File: config.mk
export PLATFORM = sky130hd
export DESIGN_NAME = button_conditioner
export DESIGN_NICKNAME = d
export VERILOG_FILES = /design/src/rtl/button_pkg.sv /design/src/rtl/button_channel.sv /design/src/rtl/button_conditioner.sv
export SDC_FILE = /design/constraint.sdc
export NUM_CORES = 1
export LEC_CHECK = 0
export CORE_MARGIN = 8
export CORE_UTILIZATION = 62
export DETAILED_ROUTE_END_ITERATION = 10
export MAX_ROUTING_LAYER = met4
export PLACE_DENSITY = 0.88
export SLEW_MARGIN = 30
export SYNTH_ARGS = -nofsm -noshare
export SYNTH_HDL_FRONTEND = slang
export SYNTH_SLANG_ARGS = --single-unit
File: constraint.sdc
create_clock -name clk -period 2.8 [get_ports clk]
set_input_delay 0.56 -clock clk [delete_from_list [all_inputs] [get_ports clk]]
set_output_delay 0.56 -clock clk [all_outputs]
set_load 0.02 [all_outputs]
File: src/rtl/button_pkg.sv
// Shared button indices and auto-repeat state encoding for the push-button front end
// and its consumers (the seven-segment digit editor uses the same indices).
package button_pkg;

  localparam int NUM_BUTTONS = 5;

  localparam int BTN_L = 0;
  localparam int BTN_R = 1;
  localparam int BTN_U = 2;
  localparam int BTN_D = 3;
  localparam int BTN_C = 4;

  typedef enum logic [1:0] {
    IDLE   = 2'd0,
    DELAY  = 2'd1,
    REPEAT = 2'd2
  } rpt_state_t;

endpackage

File: src/rtl/button_channel.sv
// One push-button channel: 2-flop synchronizer, restart-on-bounce debouncer,
// press/release pulses and an optional hold-to-repeat pulse generator.
module button_channel
  import button_pkg::*;
#(
  parameter int DEBOUNCE_CYCLES = 1000000,
  parameter int REPEAT_DELAY    = 50000000,
  parameter int REPEAT_PERIOD   = 10000000,
  parameter bit REPEAT_EN       = 1'b0
) (
  input  logic clk,
  input  logic rst_n,
  input  logic button_raw,
  output logic level,
  output logic press_pulse,
  output logic release_pulse,
  output logic repeat_pulse
);

  localparam int DW   = $clog2(DEBOUNCE_CYCLES);
  localparam int RMAX = (REPEAT_DELAY > REPEAT_PERIOD) ? REPEAT_DELAY : REPEAT_PERIOD;
  localparam int RW   = (RMAX > 1) ? $clog2(RMAX) : 1;

  localparam logic [DW-1:0] DB_LAST     = DW'(DEBOUNCE_CYCLES - 1);
  localparam logic [RW-1:0] DELAY_LAST  = RW'(REPEAT_DELAY - 1);
  localparam logic [RW-1:0] PERIOD_LAST = RW'(REPEAT_PERIOD - 1);

  logic          sync1;
  logic          sync2;
  logic          stable;
  logic          stable_nxt;
  logic          accept;
  logic [DW-1:0] db_cnt;
  rpt_state_t    state;
  logic [RW-1:0] rpt_cnt;

  // Stage 1: bring the asynchronous pin into the clk domain.
  always_ff @(posedge clk or negedge rst_n) begin
    if (!rst_n) begin
      sync1 <= 1'b0;
      sync2 <= 1'b0;
    end else begin
      sync1 <= button_raw;
      sync2 <= sync1;
    end
  end

  assign accept     = (sync2 != stable) && (db_cnt == DB_LAST);
  assign stable_nxt = accept ? sync2 : stable;

  // Stage 2: debounce; any return to the stable value restarts the count.
  always_ff @(posedge clk or negedge rst_n) begin
    if (!rst_n) begin
      stable        <= 1'b0;
      db_cnt        <= '0;
      press_pulse   <= 1'b0;
      release_pulse <= 1'b0;
    end else begin
      press_pulse   <= accept & sync2;
      release_pulse <= accept & ~sync2;
      if (sync2 == stable) begin
        db_cnt <= '0;
      end else if (accept) begin
        stable <= sync2;
        db_cnt <= '0;
      end else begin
        db_cnt <= db_cnt + DW'(1);
      end
    end
  end

  assign level = stable;

  // Stage 3: auto-repeat, driven off the accepted level so a release edge never repeats.
  always_ff @(posedge clk or negedge rst_n) begin
    if (!rst_n) begin
      state        <= IDLE;
      rpt_cnt      <= '0;
      repeat_pulse <= 1'b0;
    end else if (!REPEAT_EN || !stable_nxt) begin
      state        <= IDLE;
      rpt_cnt      <= '0;
      repeat_pulse <= 1'b0;
    end else begin
      repeat_pulse <= 1'b0;
      case (state)
        IDLE: begin
          if (accept) begin
            state   <= DELAY;
            rpt_cnt <= '0;
          end
        end
        DELAY: begin
          if (rpt_cnt == DELAY_LAST) begin
            repeat_pulse <= 1'b1;
            rpt_cnt      <= '0;
            state        <= REPEAT;
          end else begin
            rpt_cnt <= rpt_cnt + RW'(1);
          end
        end
        REPEAT: begin
          if (rpt_cnt == PERIOD_LAST) begin
            repeat_pulse <= 1'b1;
            rpt_cnt      <= '0;
          end else begin
            rpt_cnt <= rpt_cnt + RW'(1);
          end
        end
        default: begin
          state   <= IDLE;
          rpt_cnt <= '0;
        end
      endcase
    end
  end

endmodule

File: src/rtl/button_conditioner.sv
// Push-button front end for the digit editor: one independent conditioning
// channel per button, bit order L, R, U, D, C.
module button_conditioner #(
  parameter int                           NUM_BUTTONS     = button_pkg::NUM_BUTTONS,
  parameter int                           DEBOUNCE_CYCLES = 1000000,
  parameter int                           REPEAT_DELAY    = 50000000,
  parameter int                           REPEAT_PERIOD   = 10000000,
  parameter logic [NUM_BUTTONS-1:0]       REPEAT_MASK     = 5'b01100
) (
  input  logic                   clk,
  input  logic                   rst_n,
  input  logic [NUM_BUTTONS-1:0] buttons_raw,
  output logic [NUM_BUTTONS-1:0] btn_level,
  output logic [NUM_BUTTONS-1:0] btn_press,
  output logic [NUM_BUTTONS-1:0] btn_release,
  output logic [NUM_BUTTONS-1:0] btn_repeat,
  output logic                   btn_any_press
);

  for (genvar i = 0; i < NUM_BUTTONS; i++) begin : g_ch
    button_channel #(
      .DEBOUNCE_CYCLES (DEBOUNCE_CYCLES),
      .REPEAT_DELAY    (REPEAT_DELAY),
      .REPEAT_PERIOD   (REPEAT_PERIOD),
      .REPEAT_EN       (REPEAT_MASK[i])
    ) u_ch (
      .clk           (clk),
      .rst_n         (rst_n),
      .button_raw    (buttons_raw[i]),
      .level         (btn_level[i]),
      .press_pulse   (btn_press[i]),
      .release_pulse (btn_release[i]),
      .repeat_pulse  (btn_repeat[i])
    );
  end

  assign btn_any_press = |btn_press;

endmodule

==> results of run 1 <==
## synthesized netlist by cell type (all sizes together) (10+ instances only)
| master | instances | area share |
|---|---|---|
| dfrtp | 183 | 0.50 |
| nor2 | 135 | 0.055 |
| nand2 | 67 | 0.027 |
| nand3 | 60 | 0.033 |
| xnor2 | 51 | 0.048 |
| xor2 | 45 | 0.043 |
| inv | 32 | 0.013 |
| o21ai | 31 | 0.017 |
| and3 | 30 | 0.020 |
| buf | 28 | 0.022 |
| nor4 | 27 | 0.020 |
| nand4 | 25 | 0.017 |
| nor3 | 23 | 0.012 |
| a22o | 21 | 0.020 |
| clkbuf | 21 | 0.0088 |
| a21oi | 15 | 0.0081 |
| ha | 15 | 0.020 |
| and2 | 14 | 0.0095 |
| nor2b | 13 | 0.0088 |
| and4 | 12 | 0.011 |
| a31oi | 10 | 0.0068 |
| or3 | 10 | 0.0068 |
## area by class of cell
type	instances	area [um^2]	area share
flip-flops and latches	183	4580	0.449
multi-input cells	694	4300	0.421
repair buffers	47	442	0.0433
clock buffers	20	437	0.0428
well taps	184	230	0.0226
inverters	32	120	0.0118
clock inverters	12	93.8	0.00919
diodes	1	2.50	0.000245
## per-layer routing
metal / global-route usage / up-vias
li1: - / 3385
met1: 0.246 / 3441
met2: 0.319 / 197
met3: 0.0521 / 23
met4: 0.0646 / 0
met5: - / -
## metrics by stage
stage	setup TNS, ns	hold WS (ns)	area, um^2	total power [W]	instances
floorplan	0	0.264	9240	0.00280	958
global placement	0	0.333	9640	0.00287	1140
detailed placement	0	0.340	9640	0.00288	1140
CTS	0	0.163	10200	0.00503	1172
global route	-0.0710	0.176	10200	0.00518	1173
finish	0	0.143	10200	0.00499	1173
## final timing paths
| check | from | endpoint | slack, ns | cells past startpoint |
|---|---|---|---|---|
| max | g_ch[3].u_ch.db_cnt[6] | g_ch[3].u_ch.rpt_cnt[14] | 0.06 | 6 |
| min reg2reg | g_ch[4].u_ch.sync1 | g_ch[4].u_ch.sync2 | 0.35 | 0 |
| min | rst_n | g_ch[2].u_ch.db_cnt[1] | 0.14 | 1 |
| max reg2reg | g_ch[3].u_ch.db_cnt[6] | g_ch[3].u_ch.rpt_cnt[14] | 0.06 | 6 |
| min in group clk | g_ch[4].u_ch.sync1 | g_ch[4].u_ch.sync2 | 0.35 | 0 |
| max in group asynchronous | rst_n | g_ch[2].u_ch.db_cnt[6] | 1.94 | 2 |
## power breakdown
group	internal [W]	switching, W
logic	0.0000385	0.0000947
registers	0.00267	0.0000259
clock network	0.00115	0.00101
total	0.00385	0.00113
## flip-flops by register name, summed over array words and instances, names as in the netlist, 4 cells and up
signal,cells
g_ch.u_ch.press_pulse,5
g_ch.u_ch.state,4
g_ch.u_ch.db_cnt,100
g_ch.u_ch.sync2,5
g_ch.u_ch.sync1,5
g_ch.u_ch.level,5
g_ch.u_ch.release_pulse,5
g_ch.u_ch.rpt_cnt,52
## cells by family after synthesis
kind of cell | count (synthesis) | synth area share
DFF | 183 | 0.496
muxes | 5 | 0.00596
xor gates and xnor gates | 96 | 0.0911
buffers and inverters | 81 | 0.0436
other | 1 | 0.000406
AOI/OAI and AO/OA | 118 | 0.0875
and+or+nand+nor | 457 | 0.255
adders and majority gates | 15 | 0.0203
## critical path, stage by stage, from the launching register on
cell and delay, ns:
dfrtp_1 0.41, or4_1 0.55, or4_4 0.58, o311a_2 0.46
nor4_1 0.41, xnor2_1 0.17, nor2_1 0.05
## layout by cell type, fill, tap and decap left out, drive strengths merged, types with 27 or more instances in the layout
cell,instances
xnor2,51
nand2,67
nand3,60
dfrtp,183
nor2,135
inv,36
o21ai,31
xor2,45
and3,30
nor4,27
==> impl_metrics.env, run 1 <==
export IMPL_grt_max_degree=73
export IMPL_fp_dieW_um=138
export IMPL_fmax_ghz=0.365
export IMPL_placementRows=44
export IMPL_required_ns=3.11
export IMPL_drtIter0Drc=538
export IMPL_pre_cts_ws_ns=0.0367
export IMPL_setup_ws_ns=0.0593
export IMPL_ys_types=58
export IMPL_hold_violations=0
export IMPL_wl_met2_um=8900
export IMPL_synth_avg_cell_area_um2=9.66
export IMPL_met3_wirelength_um=932
export IMPL_io_pins=28
export IMPL_clock_sinks=183
export IMPL_dieArea_um2=19100
export IMPL_synthCells=956
export IMPL_io_buffers=24
export IMPL_htree_levels=4
export IMPL_avgRoutedWirePerCell_um=15.7
export IMPL_synth_seq_cells=183
export IMPL_wl_met1_um=8310
export IMPL_outcome="finished clean"
export IMPL_power_density_nw_per_um2=489
export IMPL_firstDrtPassIters=5
export IMPL_via_count=7046
export IMPL_cap_violations=0
export IMPL_ctsRootBufferMaster="clkbuf_16"
export IMPL_yosysSeqAreaShare=0.496
export IMPL_synth_edf_count=0
export IMPL_fp_dieH_um=138
export IMPL_final_util=0.702
export IMPL_drc=0
export IMPL_period_needed_ns=2.74
export IMPL_wl_um=18400
export IMPL_path_clk_slew_ns=0.07
export IMPL_crit_arrival_ns=3.05
export IMPL_startpoint_type="flop"
export IMPL_worstSetupEndpointType="flop"
export IMPL_grt_usage=0.201
export IMPL_critical_path_peak_fanout=10
export IMPL_synth_ff_type="dfrtp_1"
export IMPL_clock_skew_ns=0.00799
export IMPL_dp_hpwl_um=12400
export IMPL_antenna_found_initial=1
export IMPL_synth_warnings=0
export IMPL_relSlewSlack=0.552
export IMPL_ir_drop_mv=0.481
export IMPL_top_layer="met4"
export IMPL_areaGrowthSynthToFinish_pct=10.5
export IMPL_setup_viol=0
export IMPL_grt_overflow_total=0
export IMPL_coreArea_um2=14500
export IMPL_clk_insertion_delay_late_ns=0.43
export IMPL_fillerInstances=1084
export IMPL_grt_pass1_wl_um=31900
export IMPL_grt_pass1_vias=6897
export IMPL_cts_setup_buffers=0
export IMPL_final_nets=997
export IMPL_cts_buffer_depth=2
export IMPL_via_per_inst=6.01
export IMPL_place_congestion=0.902
export IMPL_worstHoldPathType="primary input to async pin"
export IMPL_synth_area_um2=9230
export IMPL_initial_core_util=0.635
export IMPL_max_slew_worst_pin_slew_ns=0.667
export IMPL_period_share=0.979
export IMPL_synthArstFlopShare=1.00
export IMPL_power_leakage_nw=4.41
export IMPL_drive_gt1_frac=0.0779
export IMPL_ant_nets=0
export IMPL_cts_resized=0
export IMPL_crit_type="flop to flop"
export IMPL_cts_tree="yes"
export IMPL_cts_hold_fix_buffers=0
export IMPL_slew_violations=0
export IMPL_cts_buffers=17
Note: power is estimated with default switching activity, not from simulation.
==> run 2, diff against run 1 <==
--- a/config.mk
+++ b/config.mk
@@ -5,8 +5,10 @@
 export SDC_FILE = /design/constraint.sdc
 export NUM_CORES = 1
 export LEC_CHECK = 0
+export ABC_AREA = 1
 export CORE_MARGIN = 8
 export CORE_UTILIZATION = 62
+export CTS_CLUSTER_DIAMETER = 50
 export DETAILED_ROUTE_END_ITERATION = 10
 export MAX_ROUTING_LAYER = met4
 export PLACE_DENSITY = 0.88
==> impl_metrics.env, run 2 <==
export IMPL_antenna_found_initial=0
export IMPL_critical_path_peak_fanout=36
export IMPL_avgRoutedWirePerCell_um=13.8
export IMPL_synthArstFlopShare=1.00
export IMPL_grt_pass1_wl_um=40600
export IMPL_synthCells=1451
export IMPL_regArea_um2=4580
export IMPL_crit_type="flop to flop"
export IMPL_worstSetupEndpointType="flop"
export IMPL_grt_max_degree=89
export IMPL_synth_avg_cell_area_um2=7.48
export IMPL_setup_viol=0
export IMPL_dpl_instance_area_um2=11100
export IMPL_fmax_ghz=0.448
export IMPL_cap_violations=0
export IMPL_drtIter0Drc=787
export IMPL_grt_overflow_total=0
export IMPL_grt_pass1_vias=9117
export IMPL_yosys_top_cells_count="nand2_1 (340), nor2_1 (200), dfrtp_1 (183)"
export IMPL_crit_arrival_ns=2.58
export IMPL_power_leakage_nw=5.35
export IMPL_use_met1=0.276
export IMPL_synth_seq_cells=183
export IMPL_synth_mux_area_frac=0
export IMPL_areaGrowthSynthToFinish_pct=8.10
export IMPL_relSlewSlack=0.527
export IMPL_power_density_nw_per_um2=452
export IMPL_cts_tree="yes"
export IMPL_drc=0
export IMPL_required_ns=3.15
export IMPL_layout_common_cells="nand2_1 (340), nor2_1 (200), dfrtp_1 (183), inv_1 (182), nand3_1 (124)"
export IMPL_clk_insertion_delay_late_ns=0.43
export IMPL_place_congestion=0.898
export IMPL_final_cell_area_um2=11700
export IMPL_regMostFlops="g_ch.u_ch.db_cnt"
export IMPL_rsz0062_at_grt="false"
export IMPL_final_nets=1477
export IMPL_ant_nets=0
export IMPL_cts_setup_buffers=0
export IMPL_final_common_cell="nand2_1"
export IMPL_startpoint_type="flop"
export IMPL_firstDrtPassIters=5
export IMPL_synth_fa_ha_area_frac=0.0173
export IMPL_io_buffers=24
export IMPL_coreArea_um2=17200
export IMPL_path_clk_slew_ns=0.07
export IMPL_yosysMostFrequentCell="nand2_1"
export IMPL_synth_warnings=0
export IMPL_grt_usage=0.225
export IMPL_ctsRootBufferMaster="clkbuf_16"
export IMPL_fillerInstances=1347
export IMPL_tns_ns=0
export IMPL_hold_violations=0
export IMPL_multi_input_area_um2=5230
export IMPL_max_slew_worst_pin_slew_ns=0.709
export IMPL_synth_largest_area_cell="dfrtp_1"
export IMPL_yosys_area_share_simple=0.359
export IMPL_cts_hold_fix_buffers=0
export IMPL_diodes=0
export IMPL_wl_um=23300
export IMPL_cts_buffer_depth=2
export IMPL_cts_buffers=17
export IMPL_htree_levels=4
export IMPL_clock_sinks=183
export IMPL_grtUsageMet2=0.375
export IMPL_synth_ff_type="dfrtp_1"
export IMPL_synth_xor_area_frac=0.0443
export IMPL_period_needed_ns=2.23
export IMPL_period_share=0.797
export IMPL_largest_reg_flops=100
export IMPL_yosysSeqAreaShare=0.422
export IMPL_via_count=9453
export IMPL_initial_core_util=0.630
export IMPL_worstHoldPathType="primary input to async pin"
export IMPL_placementRows=48
export IMPL_synth_compound_area_frac=0.0598
export IMPL_synth_top_family_by_area="simple AND/OR/NAND/NOR gates"
export IMPL_ys_top_cells_by_area="dfrtp_1 (42%), nand2_1 (12%), nor2_1 (6.9%)"
export IMPL_synthDominantCellAreaShare=0.422
export IMPL_gr_max_usage_layer="met2"
export IMPL_clock_skew_ns=0.00758
export IMPL_ys_types=54
export IMPL_ir_drop_mv=0.444
export IMPL_outcome="finished clean"
export IMPL_slew_violations=0
export IMPL_dieArea_um2=22000
export IMPL_io_pins=28
export IMPL_cts_resized=0
export IMPL_fp_dieW_um=148
export IMPL_drive_gt1_frac=0.0845
export IMPL_dp_hpwl_um=16700
export IMPL_synth_area_um2=10900
export IMPL_via_per_inst=5.59
export IMPL_gr_usage_met3=0.0337
export IMPL_fp_dieH_um=148
export IMPL_top_regs="g_ch.u_ch.db_cnt x100, g_ch.u_ch.rpt_cnt x52"
export IMPL_synth_edf_count=0
[run 2: cell families (layout without fill, tap and decap cells)]
family	count (synthesis)	count (layout)
compound gates	107	107
xor+xnor	54	54
fa+ha+maj	15	15
buf+inv	236	250
flops	183	183
other cells	1	3
simple gates	855	855
[run 2: final cells by class]
type / count / share of cell area
multi-input combinational: 1034 / 0.446
sequential: 183 / 0.390
inverter: 187 / 0.0598
clock buffer: 17 / 0.0362
timing repair buffer: 32 / 0.0291
tap: 225 / 0.0240
clock inverter: 14 / 0.0150
[run 2: report_power, final]
group | internal (W) | switching (W)
clock network | 0.00141 | 0.00106
registers | 0.00267 | 0.0000183
logic | 0.0000399 | 0.000106
total | 0.00412 | 0.00119
[run 2: path summary, 6_finish.rpt]
kind | start | endpoint | slack (ns) | cells past startpoint
setup / recovery | g_ch[2].u_ch.db_cnt[0] | g_ch[2].u_ch.rpt_cnt[13] | 0.57 | 12
hold / removal | rst_n | g_ch[4].u_ch.db_cnt[18] | 0.17 | 1
setup reg to reg | g_ch[2].u_ch.db_cnt[0] | g_ch[2].u_ch.rpt_cnt[13] | 0.57 | 12
hold reg to reg | g_ch[1].u_ch.sync1 | g_ch[1].u_ch.sync2 | 0.35 | 0
max in group asynchronous | rst_n | g_ch[2].u_ch.state[0] | 1.91 | 2
min in group clk | g_ch[1].u_ch.sync1 | g_ch[1].u_ch.sync2 | 0.35 | 0
[run 2: routing by layer]
metal,up-vias,part of all wire
met5,-,0
met4,0,0.019
met3,35,0.040
met2,272,0.50
met1,4495,0.44
li1,4651,-
[run 2: critical path: stages, from the launching register on]
cell and delay (ns):
dfrtp_1 0.37, ha_1 0.20, nand2_1 0.09, nor2_2 0.11, nand2_1 0.09, nor2_1 0.13
nand3_2 0.11, nand2_2 0.41, buf_12 0.27, nand2_1 0.08, nand2_1 0.08, nand2_1 0.06
a21oi_1 0.15
[run 2: stage by stage]
stage | util | hold slack [ns] | total power [W] | setup WS (ns) | cells
3_5_place_dp | 0.646 | 0.339 | 0.00288 | 0.639 | 1661
2_1_floorplan | - | 0.264 | 0.00280 | 1.16 | 1453
4_1_cts | 0.681 | 0.212 | 0.00533 | 0.555 | 1692
3_3_place_gp | 0.646 | 0.333 | 0.00288 | 0.800 | 1661
5_1_grt | 0.681 | 0.240 | 0.00546 | 0.388 | 1692
6_report | 0.681 | 0.170 | 0.00530 | 0.570 | 1692
==> run 3, diff against run 2 <==
--- a/config.mk
+++ b/config.mk
@@ -7,11 +7,11 @@
 export LEC_CHECK = 0
 export ABC_AREA = 1
 export CORE_MARGIN = 8
-export CORE_UTILIZATION = 62
+export CORE_UTILIZATION = 57
 export CTS_CLUSTER_DIAMETER = 50
 export DETAILED_ROUTE_END_ITERATION = 10
 export MAX_ROUTING_LAYER = met4
-export PLACE_DENSITY = 0.88
+export PLACE_DENSITY = 0.85
 export SLEW_MARGIN = 30
 export SYNTH_ARGS = -nofsm -noshare
 export SYNTH_HDL_FRONTEND = slang
==> constraint.sdc (replaced) <==
create_clock -name clk -period 1.9 [get_ports clk]
set_input_delay 0.38 -clock clk [delete_from_list [all_inputs] [get_ports clk]]
set_output_delay 0.38 -clock clk [all_outputs]
set_load 0.02 [all_outputs]
==> impl_metrics.env, run 3 (same netlist as run 2, synthesis figures left out) <==
export IMPL_outcome="finished clean"
export IMPL_fp_dieW_um=154
export IMPL_dieArea_um2=23700
export IMPL_fmax_ghz=0.530
export IMPL_combPwrFrac=0.032
export IMPL_grt_max_degree=62
export IMPL_whs_ns=0.347
export IMPL_place_congestion=0.961
export IMPL_coreArea_um2=18700
export IMPL_via_per_inst=5.54
export IMPL_grt_overflow_total=0
export IMPL_antenna_found_initial=0
export IMPL_fillerInstances=1452
export IMPL_ctsRootBufferMaster="clkbuf_16"
export IMPL_relSlewSlack=0.657
export IMPL_io_pins=28
export IMPL_diodes=0
export IMPL_fp_dieH_um=154
export IMPL_htree_levels=4
export IMPL_initial_core_util=0.580
export IMPL_worstSetupEndpointType="flop"
export IMPL_worst_path_max_delay_cell="dfrtp_1"
export IMPL_p_clk_frac=0.437
export IMPL_required_ns=2.21
export IMPL_p_sw_w=0.00170
export IMPL_period_share=0.993
export IMPL_grt_usage=0.207
export IMPL_rsz0062_at_grt="true"
export IMPL_cts_buffers=17
export IMPL_clock_sinks=183
export IMPL_final_util=0.660
export IMPL_drive_gt1_frac=0.125
export IMPL_switching_share=0.227
export IMPL_dp_hpwl_um=16700
export IMPL_avgRoutedWirePerCell_um=14.3
export IMPL_crit_type="flop to flop"
export IMPL_stdcell_count=1743
export IMPL_worstHoldPathType="primary input to async pin"
export IMPL_top_regs="g_ch.u_ch.db_cnt x100, g_ch.u_ch.rpt_cnt x52"
export IMPL_power_leakage_nw=5.64
export IMPL_period_needed_ns=1.89
export IMPL_wl_um=24900
export IMPL_slew_violations=0
export IMPL_final_common_cell="nand2_1"
export IMPL_path_buf_inv=1
export IMPL_tns_ns=0
export IMPL_power_density_nw_per_um2=604
export IMPL_startpoint_type="flop"
export IMPL_placementRows=50
export IMPL_dp_cells=1688
export IMPL_crit_path_cell_trace="ha_4 -> nand2_2 -> nor2_2 -> nand2_1 -> nor2_2 -> nand3_4 -> nand3_4 -> clkinvlp_4 -> nand2_4 -> a21oi_2"
export IMPL_ant_nets=0
export IMPL_firstDrtPassIters=5
export IMPL_hold_violations=0
export IMPL_largest_reg_flops=100
export IMPL_power_internal_w=0.00576
export IMPL_cap_violations=0
export IMPL_power_total_w=0.00746
export IMPL_critical_path_peak_fanout=4
export IMPL_clock_skew_ns=0.0122
export IMPL_regMostFlops="g_ch.u_ch.db_cnt"
export IMPL_clk_insertion_delay_late_ns=0.43
export IMPL_cts_tree="yes"
export IMPL_crit_arrival_ns=2.19
export IMPL_layout_common_cells="nand2_1 (337), nor2_1 (196), dfrtp_1 (182), inv_1 (181), nand3_1 (122)"
export IMPL_drc=0
export IMPL_max_slew_worst_pin_slew_ns=0.513
export IMPL_cp_slowest_stage_delay_ns=0.40
export IMPL_cp_top_family="simple AND/OR/NAND/NOR gates"
export IMPL_grt_pass1_wl_um=40400
export IMPL_via_count=9655
export IMPL_cts_buffer_depth=2
export IMPL_setup_viol=0
export IMPL_final_nets=1518
export IMPL_path_clk_slew_ns=0.07
export IMPL_grt_pass1_vias=8937
export IMPL_io_buffers=24
export IMPL_ir_drop_mv=0.700
export IMPL_p_seq_frac=0.531
export IMPL_drtIter0Drc=783
export IMPL_areaGrowthSynthToFinish_pct=13.8
==> run 3: worst register-to-register path: stages (launching register included) <==
cell and delay, ns:
dfrtp_1 0.40, ha_4 0.16, nand2_2 0.07, nor2_2 0.12, nand2_1 0.09, nor2_2 0.14, nand3_4 0.14, nand3_4 0.11
clkinvlp_4 0.25, nand2_4 0.21, a21oi_2 0.07
==> run 3: worst paths after layout <==
kind	from	to	slack, ns	depth (start not counted)
max	g_ch[2].u_ch.db_cnt[0]	g_ch[2].u_ch.rpt_cnt[25]	0.01	10
min	rst_n	g_ch[4].u_ch.db_cnt[5]	0.35	2
max reg2reg	g_ch[2].u_ch.db_cnt[0]	g_ch[2].u_ch.rpt_cnt[25]	0.01	10
min reg2reg	g_ch[2].u_ch.sync1	g_ch[2].u_ch.sync2	0.35	0
max in group asynchronous	rst_n	g_ch[2].u_ch.rpt_cnt[10]	0.96	3
min in group clk	g_ch[2].u_ch.sync1	g_ch[2].u_ch.sync2	0.35	0
==> run 3: final cells by class <==
class | count | area, um^2 | area share
clock buffer | 23 | 468 | 0.0379
clock inverter | 9 | 65.1 | 0.00527
inverter | 187 | 711 | 0.0575
multi-input combinational | 1036 | 5460 | 0.442
sequential | 183 | 4580 | 0.371
tap | 234 | 293 | 0.0237
timing repair buffer | 71 | 778 | 0.0630
==> run 3: metal layers <==
| layer | track usage | vias up | wire length, um |
|---|---|---|---|
| li1 | - | 4730 | - |
| met1 | 0.259 | 4542 | 10800 |
| met2 | 0.334 | 344 | 12200 |
| met3 | 0.0367 | 39 | 1480 |
| met4 | 0.0723 | 0 | 466 |
| met5 | - | - | 0 |
==> run 3: repair_timing <==
action	4_1_cts	5_1_grt
hold buffers	1	0
endpoints found under the setup margin	4	70
pin swaps	0	18
gates cloned	0	8
hold endpoints to repair	11	0
setup buffers	0	14
gates resized for setup	4	47
==> run 3: per-stage QoR <==
step	instance area [um^2]	worst slack (ns)
after floorplan	10900	0.258
after global placement	11300	0.0494
after detailed placement	11300	-0.00409
after CTS	11900	0.00473
after global routing	12400	-0.0792
final	12400	0.0136
==> run 3: power by group through the flow <==
stage | registers (W) | logic (W) | clock network (W)
after CTS | 0.00396 | 0.000230 | 0.00331
after detailed placement | 0.00403 | 0.000226 | 0
final | 0.00396 | 0.000236 | 0.00326
after global routing | 0.00396 | 0.000276 | 0.00348
after floorplan | 0.00403 | 0.0000965 | 0
after global placement | 0.00403 | 0.000221 | 0
